==> config.mk <==
export PLATFORM = sky130hd
export DESIGN_NAME = sync_queue_counted_flat
export DESIGN_NICKNAME = d
export VERILOG_FILES = /design/src/rtl/sync_queue_counted_if.sv /design/src/rtl/sync_queue_counted.sv /design/src/flat_wrapper.sv
export SDC_FILE = /design/constraint.sdc
export NUM_CORES = 1
export LEC_CHECK = 0
export CAP_MARGIN = 5
export CORE_UTILIZATION = 60
export DETAILED_ROUTE_END_ITERATION = 10
export PLACE_DENSITY_LB_ADDON = 0.2
export SETUP_SLACK_MARGIN = 0.02
export SLEW_MARGIN = 10
export SYNTH_ARGS = -nofsm -noshare
export SYNTH_HDL_FRONTEND = slang
export SYNTH_SLANG_ARGS = --single-unit
==> constraint.sdc <==
create_clock -name clk -period 5.95 [get_ports clk]
set_input_delay 1.19 -clock clk [delete_from_list [all_inputs] [get_ports clk]]
set_output_delay 1.19 -clock clk [all_outputs]
set_load 0.01 [all_outputs]
==> src/rtl/sync_queue_counted_if.sv <==
// Handshake bundle for sync_queue_counted: write side, read side, flush and occupancy status.
// master drives the requests (producer/consumer/pipeline control); slave is the queue itself.
interface sync_queue_counted_if #(
    parameter int DATA_SIZE = 32,
    parameter int WIDTH     = 4
);
    logic                 kill;
    logic                 wready;
    logic                 wvalid;
    logic [DATA_SIZE-1:0] wdata;
    logic                 rready;
    logic                 rvalid;
    logic [DATA_SIZE-1:0] rdata;
    logic [WIDTH:0]       count;
    logic                 almost_full;

    modport master (
        output kill, wvalid, wdata, rready,
        input  wready, rvalid, rdata, count, almost_full
    );

    modport slave (
        input  kill, wvalid, wdata, rready,
        output wready, rvalid, rdata, count, almost_full
    );
endinterface

==> src/rtl/sync_queue_counted.sv <==
// Synchronous FIFO, 2**WIDTH entries, registered count/almost_full, kill flush, optional fall-through.
// Latency: write-to-rvalid 1 cycle (0 with FALLTHROUGH into empty); wready drops only on full/kill/reset.
module sync_queue_counted #(
    parameter int DATA_SIZE   = 32,
    parameter int WIDTH       = 4,
    parameter int AFULL_LEVEL = 2**WIDTH - 2,
    parameter int FALLTHROUGH = 0
) (
    input  logic              clk,
    input  logic              rst_n,
    sync_queue_counted_if.slave q
);
    localparam int             DEPTH   = 2**WIDTH;
    localparam logic [WIDTH:0] PTR_ONE = (WIDTH+1)'(1);
    localparam logic [WIDTH:0] AFULL_Q = (WIDTH+1)'(AFULL_LEVEL);

    logic [DATA_SIZE-1:0] mem [DEPTH];
    logic [WIDTH:0]       head;
    logic [WIDTH:0]       tail;
    logic [WIDTH:0]       cnt;
    logic                 afull;
    logic [WIDTH:0]       cnt_next;
    logic                 empty;
    logic                 full;
    logic                 wfire;
    logic                 rfire;
    logic                 bypass;
    logic                 wr_en;
    logic                 rd_en;

    // Extra pointer MSB distinguishes full from empty so every slot is usable.
    assign empty = (head == tail);
    assign full  = (head[WIDTH-1:0] == tail[WIDTH-1:0]) && (head[WIDTH] != tail[WIDTH]);

    assign q.wready = rst_n && !q.kill && !full;

    if (FALLTHROUGH != 0) begin : g_ft
        assign q.rvalid = rst_n && !q.kill && (!empty || q.wvalid);
        assign q.rdata  = empty ? q.wdata : mem[head[WIDTH-1:0]];
    end else begin : g_reg
        assign q.rvalid = rst_n && !q.kill && !empty;
        assign q.rdata  = mem[head[WIDTH-1:0]];
    end

    assign wfire  = q.wvalid && q.wready;
    assign rfire  = q.rvalid && q.rready;
    // A read of an empty queue can only fire through the bypass path; nothing is stored.
    assign bypass = wfire && rfire && empty;
    assign wr_en  = wfire && !bypass;
    assign rd_en  = rfire && !bypass;

    assign cnt_next = cnt + {{WIDTH{1'b0}}, wr_en} - {{WIDTH{1'b0}}, rd_en};

    always_ff @(posedge clk or negedge rst_n) begin
        if (!rst_n) begin
            head  <= '0;
            tail  <= '0;
            cnt   <= '0;
            afull <= 1'b0;
        end else if (q.kill) begin
            head  <= tail;
            cnt   <= '0;
            afull <= 1'b0;
        end else begin
            if (wr_en) tail <= tail + PTR_ONE;
            if (rd_en) head <= head + PTR_ONE;
            cnt   <= cnt_next;
            afull <= (cnt_next >= AFULL_Q);
        end
    end

    always_ff @(posedge clk) begin
        if (wr_en) mem[tail[WIDTH-1:0]] <= q.wdata;
    end

    assign q.count       = cnt;
    assign q.almost_full = afull;
endmodule

==> src/flat_wrapper.sv <==
// flat-port wrapper written by rule: the top's interface ports become plain ports
module sync_queue_counted_flat 
#(
    parameter int DATA_SIZE   = 32,
    parameter int WIDTH       = 4,
    parameter int AFULL_LEVEL = 2**WIDTH - 2,
    parameter int FALLTHROUGH = 0
)
  (clk, rst_n, q_kill, q_wvalid, q_wdata, q_rready, q_wready, q_rvalid, q_rdata, q_count, q_almost_full);
  sync_queue_counted_if #(.DATA_SIZE(DATA_SIZE), .WIDTH(WIDTH)) q_i ();
  input  logic clk;
  input  logic rst_n;
  input wire logic [$bits(q_i.kill)-1:0] q_kill;
  input wire logic [$bits(q_i.wvalid)-1:0] q_wvalid;
  input wire logic [$bits(q_i.wdata)-1:0] q_wdata;
  input wire logic [$bits(q_i.rready)-1:0] q_rready;
  output wire logic [$bits(q_i.wready)-1:0] q_wready;
  output wire logic [$bits(q_i.rvalid)-1:0] q_rvalid;
  output wire logic [$bits(q_i.rdata)-1:0] q_rdata;
  output wire logic [$bits(q_i.count)-1:0] q_count;
  output wire logic [$bits(q_i.almost_full)-1:0] q_almost_full;
  assign q_i.kill = q_kill;
  assign q_i.wvalid = q_wvalid;
  assign q_i.wdata = q_wdata;
  assign q_i.rready = q_rready;
  assign q_wready = q_i.wready;
  assign q_rvalid = q_i.rvalid;
  assign q_rdata = q_i.rdata;
  assign q_count = q_i.count;
  assign q_almost_full = q_i.almost_full;
  sync_queue_counted #(.DATA_SIZE(DATA_SIZE), .WIDTH(WIDTH), .AFULL_LEVEL(AFULL_LEVEL), .FALLTHROUGH(FALLTHROUGH)) u_core (.clk(clk), .rst_n(rst_n), .q(q_i));
endmodule
==> results.toml, run 1 <==
[timing]
maxSlewViolCount = 0
rsz0062_at_grt = "false"
finalHoldViolations = 0
timing.fmax_mhz = 208.6
setup-tns-final_ns = 0
fin_skew_ns = 0.01143
setup_viol = 0
tightest_slew_ns = 1.098
period_needed_ns = 4.794
slew_headroom = 0.2681
fin_hold_ws_ns = 0.5803
min_period_over_period = 0.8057

[yosys]
synthFlopType = "edfxtp_1"
yosys.cell_types.count = 45
synth_area_um2 = 20700
synth_edf_count = 512
syn_avg_cell_area_um2 = 20.93
syn_nets = 1037
synth-seq-area-share = 0.7620
syn_inst = 989
ys.warnings.count = 0
ys_async_sr_fraction = 0.03030
ys_ff_latch = 528

[critical_path]
worstPathRequired_ns = 4.76
arrival_ns = 3.60
worst-setup-path-type = "reg -> out"
cp_max_fo = 44
end_kind = "output pin"
cp_slowest_cell = "clkinv_1"
slowest_delay_ns = 0.92
path_cells = "clkinv_1 -> buf_4 -> nand2_1 -> a31oi_1 -> clkdlybuf4s50_1"
startpoint_type = "register"

[pwr]
powerDensity_nw_per_um2 = 447.2
ir_drop_uv = 257.8
p_leak_uw = 0.007455
power.total_uw = 10480

[clocking]
cts_made_buffers = 51
clkTransAtPathRegs_ns = 0.06
cts_buffer_depth = 3
cts_tree = "built"
cts_max_level = 2
postCtsHoldBufs = 0
cts_sinks = 528
cts-root-buf = "clkbuf_16"
insertion_delay_ns = 0.55
ctsResizeCount = 0
cts_setup_buffers = 0

[min_path]
hold_path_class = "reg -> reg"

[die]
core_region_area_um2 = 33700
die_y_um = 187.8
die_area_um2 = 35250
fp.dieW_um = 187.8
pin_count = 77
start_util = 0.6143
core.rowCount = 67

[detailed_routing]
drtAntennaViolNets = 0
dr_total_vias = 9813
drc_errors = 0
firstDrtPassIters = 5
wl_um = 38430
wl_per_cell_um = 24.63
drt-initial-drc-count = 784
viasPerCell = 6.290

[cells_and_area]
n_antenna_cell = 0
fill_cells = 2076
seq_area_um2 = 15790
final_core_util = 0.6957
drive_gt1_frac = 0.2113
syn_to_final_growth_pct = 13.24
finalNetCount = 1123
multi_input_area_um2 = 4574

[global_route]
grt.total_usage = 0.2247
grt_remaining_overflow = 0
antenna_found_initial = 0
grt_first_pass_wirelength_um = 59850
use_met1 = 0.3294
use_met2 = 0.3634
grt_use_met3 = 0.03013
grt_pass1_vias = 10170
grt_max_degree = 65
grt_busiest_layer = "met2"

[place]
portBuffers = 76
gp_congestion = 0.7551
hpwl_um = 21180

[run_status]
status = "finished clean"

[run]
cap_violations = 0
final cells by class:
| class | instances | share of cell area |
|---|---|---|
| flip-flops and latches | 528 | 0.6734 |
| multi-input cells | 391 | 0.1951 |
| clock buffers | 59 | 0.05572 |
| repair buffers | 91 | 0.03939 |
| well taps | 448 | 0.02391 |
| clock inverters | 31 | 0.01051 |
| inverters | 12 | 0.001921 |
final timing paths:
path | start | end | slack (ns) | depth (start not counted)
worst max-delay path | u_core.head[2] | q_rdata[10] | 1.16 | 5
worst min-delay path | u_core.tail[4] | u_core.tail[4] | 0.58 | 1
worst max register to register | u_core.head[0] | u_core.q.almost_full | 2.13 | 14
worst min register to register | u_core.tail[4] | u_core.tail[4] | 0.58 | 1
max in group asynchronous | rst_n | u_core.head[2] | 4.48 | 2
min in group asynchronous | rst_n | u_core.q.count[2] | 0.95 | 1
through the flow:
stage,cell area [um^2],instances,setup WS [ns]
4_1_cts,23440,1560,1.140
6_report,23440,1560,1.156
3_5_place_dp,21890,1470,1.509
5_1_grt,23440,1560,1.025
2_1_floorplan,20700,989,2.313
3_3_place_gp,21890,1470,1.651
layout by cell type, fill, tap and decap left out, types with 11 or more instances in the layout:
| cell | netlist | routed |
|---|---|---|
| a31oi_1 | 32 | 32 |
| nand2_1 | 71 | 71 |
| edfxtp_1 | 512 | 512 |
| clkbuf_16 | 0 | 51 |
| buf_4 | 7 | 11 |
| clkdlybuf4s50_1 | 0 | 76 |
| clkinv_1 | 1 | 13 |
| clkinv_2 | 0 | 13 |
| mux4_2 | 128 | 128 |
| a211oi_1 | 32 | 32 |
| dfrtp_1 | 16 | 12 |
| inv_1 | 11 | 11 |
| nor2b_1 | 37 | 37 |
registers in the layout, summed over array words and instances, names as in the netlist:
register              cells
u_core.head               5
u_core.mem              512
u_core.q.almost_full      1
u_core.q.count            5
u_core.tail               5
where the power goes:
part | switching, uW | internal, uW
registers | 259 | 4220
logic | 1440 | 1540
clock network | 1290 | 1740
total | 2980 | 7500
metal layers:
layer	up-vias	share of wire	wire, um
met5	-	0	0
met4	0	0.018	692
met3	56	0.052	1998
met2	339	0.49	18970
met1	5158	0.44	16770
li1	4260	-	-
critical path: cells and delay by family, from the launching register on:
family	cells	cell delay (ns)
flip-flops	1	0.85
AND/OR/NAND/NOR	1	0.09
AO/OA/AOI/OAI	1	0.12
buffers and inverters	3	1.96
kinds of logic (layout without fill, tap and decap cells):
family / Yosys count / in the layout / synth area share
DFF: 528 / 528 / 0.7620
and+or+nand+nor: 151 / 151 / 0.03777
muxes: 129 / 129 / 0.1398
AOI/OAI and AO/OA: 87 / 87 / 0.02955
buffers and inverters: 70 / 193 / 0.01837
xor gates and xnor gates: 13 / 13 / 0.005500
adders and majority gates: 11 / 11 / 0.007011
synthesized netlist by cell type (all sizes together) (2+ instances only):
cell      n  share of area
nor2      8         0.0015
and4bb    2         0.0012
nor2b    37          0.011
ha       10         0.0060
inv      11         0.0020
dfrtp    16          0.019
buf      31          0.011
xor2      5         0.0021
a211oi   32          0.012
nand4     2        0.00060
a21oi     5         0.0012
nand2b    3        0.00091
nand3     6         0.0015
and4b     4         0.0019
clkbuf   27         0.0049
nand2    71          0.013
o21ai     4        0.00097
a31oi    32         0.0097
mux4    128           0.14
and3      8         0.0024
and4      4         0.0017
and3b     2        0.00085
xnor2     8         0.0034
edfxtp  512           0.74
o211ai    3         0.0011
nor3      2        0.00048
(Power assumes the default switching activity.)
==> run 2, diff against run 1 <==
- CORE_UTILIZATION: 60 -> 55
- clock period: 5.95 -> 4.33 ns (I/O delays scaled with it)
==> run 2 against run 1 <==
  * Count of clock-buffer cells in the layout increased by 3
  * Core utilization shrank 4.6 points
  * Cell count increased by 3.3%
  * Largest power group unchanged
  * Wire length up 11%
  * Critical endpoint is now q_rdata[13]
  * Via count is 2.3% higher
  * Critical path depth is 1 higher
  * Global-route usage up 0.69 points
==> results.toml, run 2 (synthesis gave the netlist of run 1 again) <==
[run_status]
status = "finished clean"

[critical_path]
cp_max_fo = 29
startpoint_type = "register"
worstPathRequired_ns = 3.46
slowest_delay_ns = 0.69
path_cells = "buf_12 -> mux4_2 -> nor2b_1 -> a211oi_1 -> a31oi_1 -> clkdlybuf4s50_1"
rr_startpoint = "u_core.head[0]"
worstSetupStartpoint = "u_core.head[0]"
worst-setup-path-type = "reg -> out"
arrival_ns = 3.27
end_kind = "output pin"
cp_slowest_cell = "dfrtp_4"

[cells_and_area]
largest_reg_flops = 512
finalNetCount = 1150
fill_cells = 2482
final_cell_mix = "512 x edfxtp_1, 128 x mux4_2, 76 x clkdlybuf4s50_1"
final_cells = 1612
syn_to_final_growth_pct = 15.38
final_common_cell = "edfxtp_1"
drive_gt1_frac = 0.2283

[timing]
tightest_slew_ns = 0.8344
min_period_over_period = 0.9550
timing.fmax_mhz = 241.8
slew_headroom = 0.4403
fin_hold_ws_ns = 0.5574
setup-tns-final_ns = 0
period_needed_ns = 4.135
maxSlewViolCount = 0
rsz0062_at_grt = "false"
fin_skew_ns = 0.02464
finalHoldViolations = 0
setup_viol = 0

[place]
dp_cells = 1517
gp_congestion = 0.7344
portBuffers = 76
hpwl_um = 23450

[global_route]
grt.total_usage = 0.2316
grt_first_pass_wirelength_um = 64340
grt_max_degree = 60
antenna_found_initial = 2
grt_remaining_overflow = 0
grt_pass1_vias = 10260

[clocking]
cts_made_buffers = 51
insertion_delay_ns = 0.58
cts_sinks = 528
cts_max_level = 2
clkTransAtPathRegs_ns = 0.06
postCtsHoldBufs = 0
cts_buffer_depth = 3
cts_tree = "built"
cts-root-buf = "clkbuf_16"
cts_setup_buffers = 0
ctsResizeCount = 0

[detailed_routing]
firstDrtPassIters = 5
wl_um = 42570
viasPerCell = 6.228
drt-initial-drc-count = 936
drtAntennaViolNets = 0
drc_errors = 0
wl_per_cell_um = 26.41
dr_total_vias = 10040

[die]
die_y_um = 196.0
die_area_um2 = 38420
core.rowCount = 70
pin_count = 77
core_region_area_um2 = 36790
start_util = 0.5628
fp.dieW_um = 196.0

[min_path]
hold_path_class = "in -> async"

[pwr]
p_leak_uw = 0.007653
ir_drop_uv = 583.4
powerDensity_nw_per_um2 = 610.5

[run]
cap_violations = 0
-- run 2: area by class of cell --
| type | count | area, um^2 | area share |
|---|---|---|---|
| Sequential cell | 528 | 15790 | 0.6609 |
| Clock buffer | 62 | 1318 | 0.05516 |
| Antenna cell | 1 | 2.502 | 0.0001048 |
| Clock inverter | 32 | 285.3 | 0.01194 |
| Tap cell | 468 | 585.6 | 0.02451 |
| Multi-Input combinational cell | 391 | 4574 | 0.1915 |
| Inverter | 12 | 45.04 | 0.001886 |
| Timing Repair Buffer | 118 | 1289 | 0.05395 |
-- run 2: critical path: cells and delay by family, from the launching register on --
| kind | cells | cell delay (ns) |
|---|---|---|
| AOI/OAI and AO/OA | 2 | 0.50 |
| and+or+nand+nor | 1 | 0.14 |
| buffers and inverters | 2 | 0.83 |
| DFF | 1 | 0.69 |
| muxes | 1 | 0.52 |
-- run 2: final timing paths --
path | endpoint | slack (ns) | cells after the start
min in group clk | u_core.tail[4] | 0.59 | 1
worst min register to register | u_core.tail[4] | 0.59 | 1
worst max-delay path | q_rdata[13] | 0.19 | 6
worst max register to register | u_core.q.almost_full | 0.80 | 14
worst min-delay path | u_core.q.count[4] | 0.56 | 1
max in group asynchronous | u_core.head[1] | 3.27 | 2
-- run 2: metal layers --
metal | wire length (um) | share of wire | up-vias | track usage
met2 | 21020 | 0.49 | 339 | 0.3721
li1 | - | - | 4319 | -
met3 | 2539 | 0.060 | 55 | 0.03765
met5 | 11 | 0.00026 | - | 0
met1 | 18230 | 0.43 | 5324 | 0.3389
met4 | 762 | 0.018 | 2 | 0.05469
-- run 2: power breakdown --
part / switching (uW) / internal (uW)
clock network: 1810 / 2410
registers: 308 / 5800
logic: 2060 / 2190
-- run 2: metrics by stage --
stage	utilization	setup WS, ns	total power, uW	instance area, um^2
floorplan	-	1.017	8978	20700
global placement	0.6057	0.6987	10480	22280
detailed placement	0.6057	0.6430	10520	22280
CTS	0.6493	0.1231	14730	23880
global route	0.6494	0.05565	15220	23890
finish	0.6494	0.1949	14580	23890
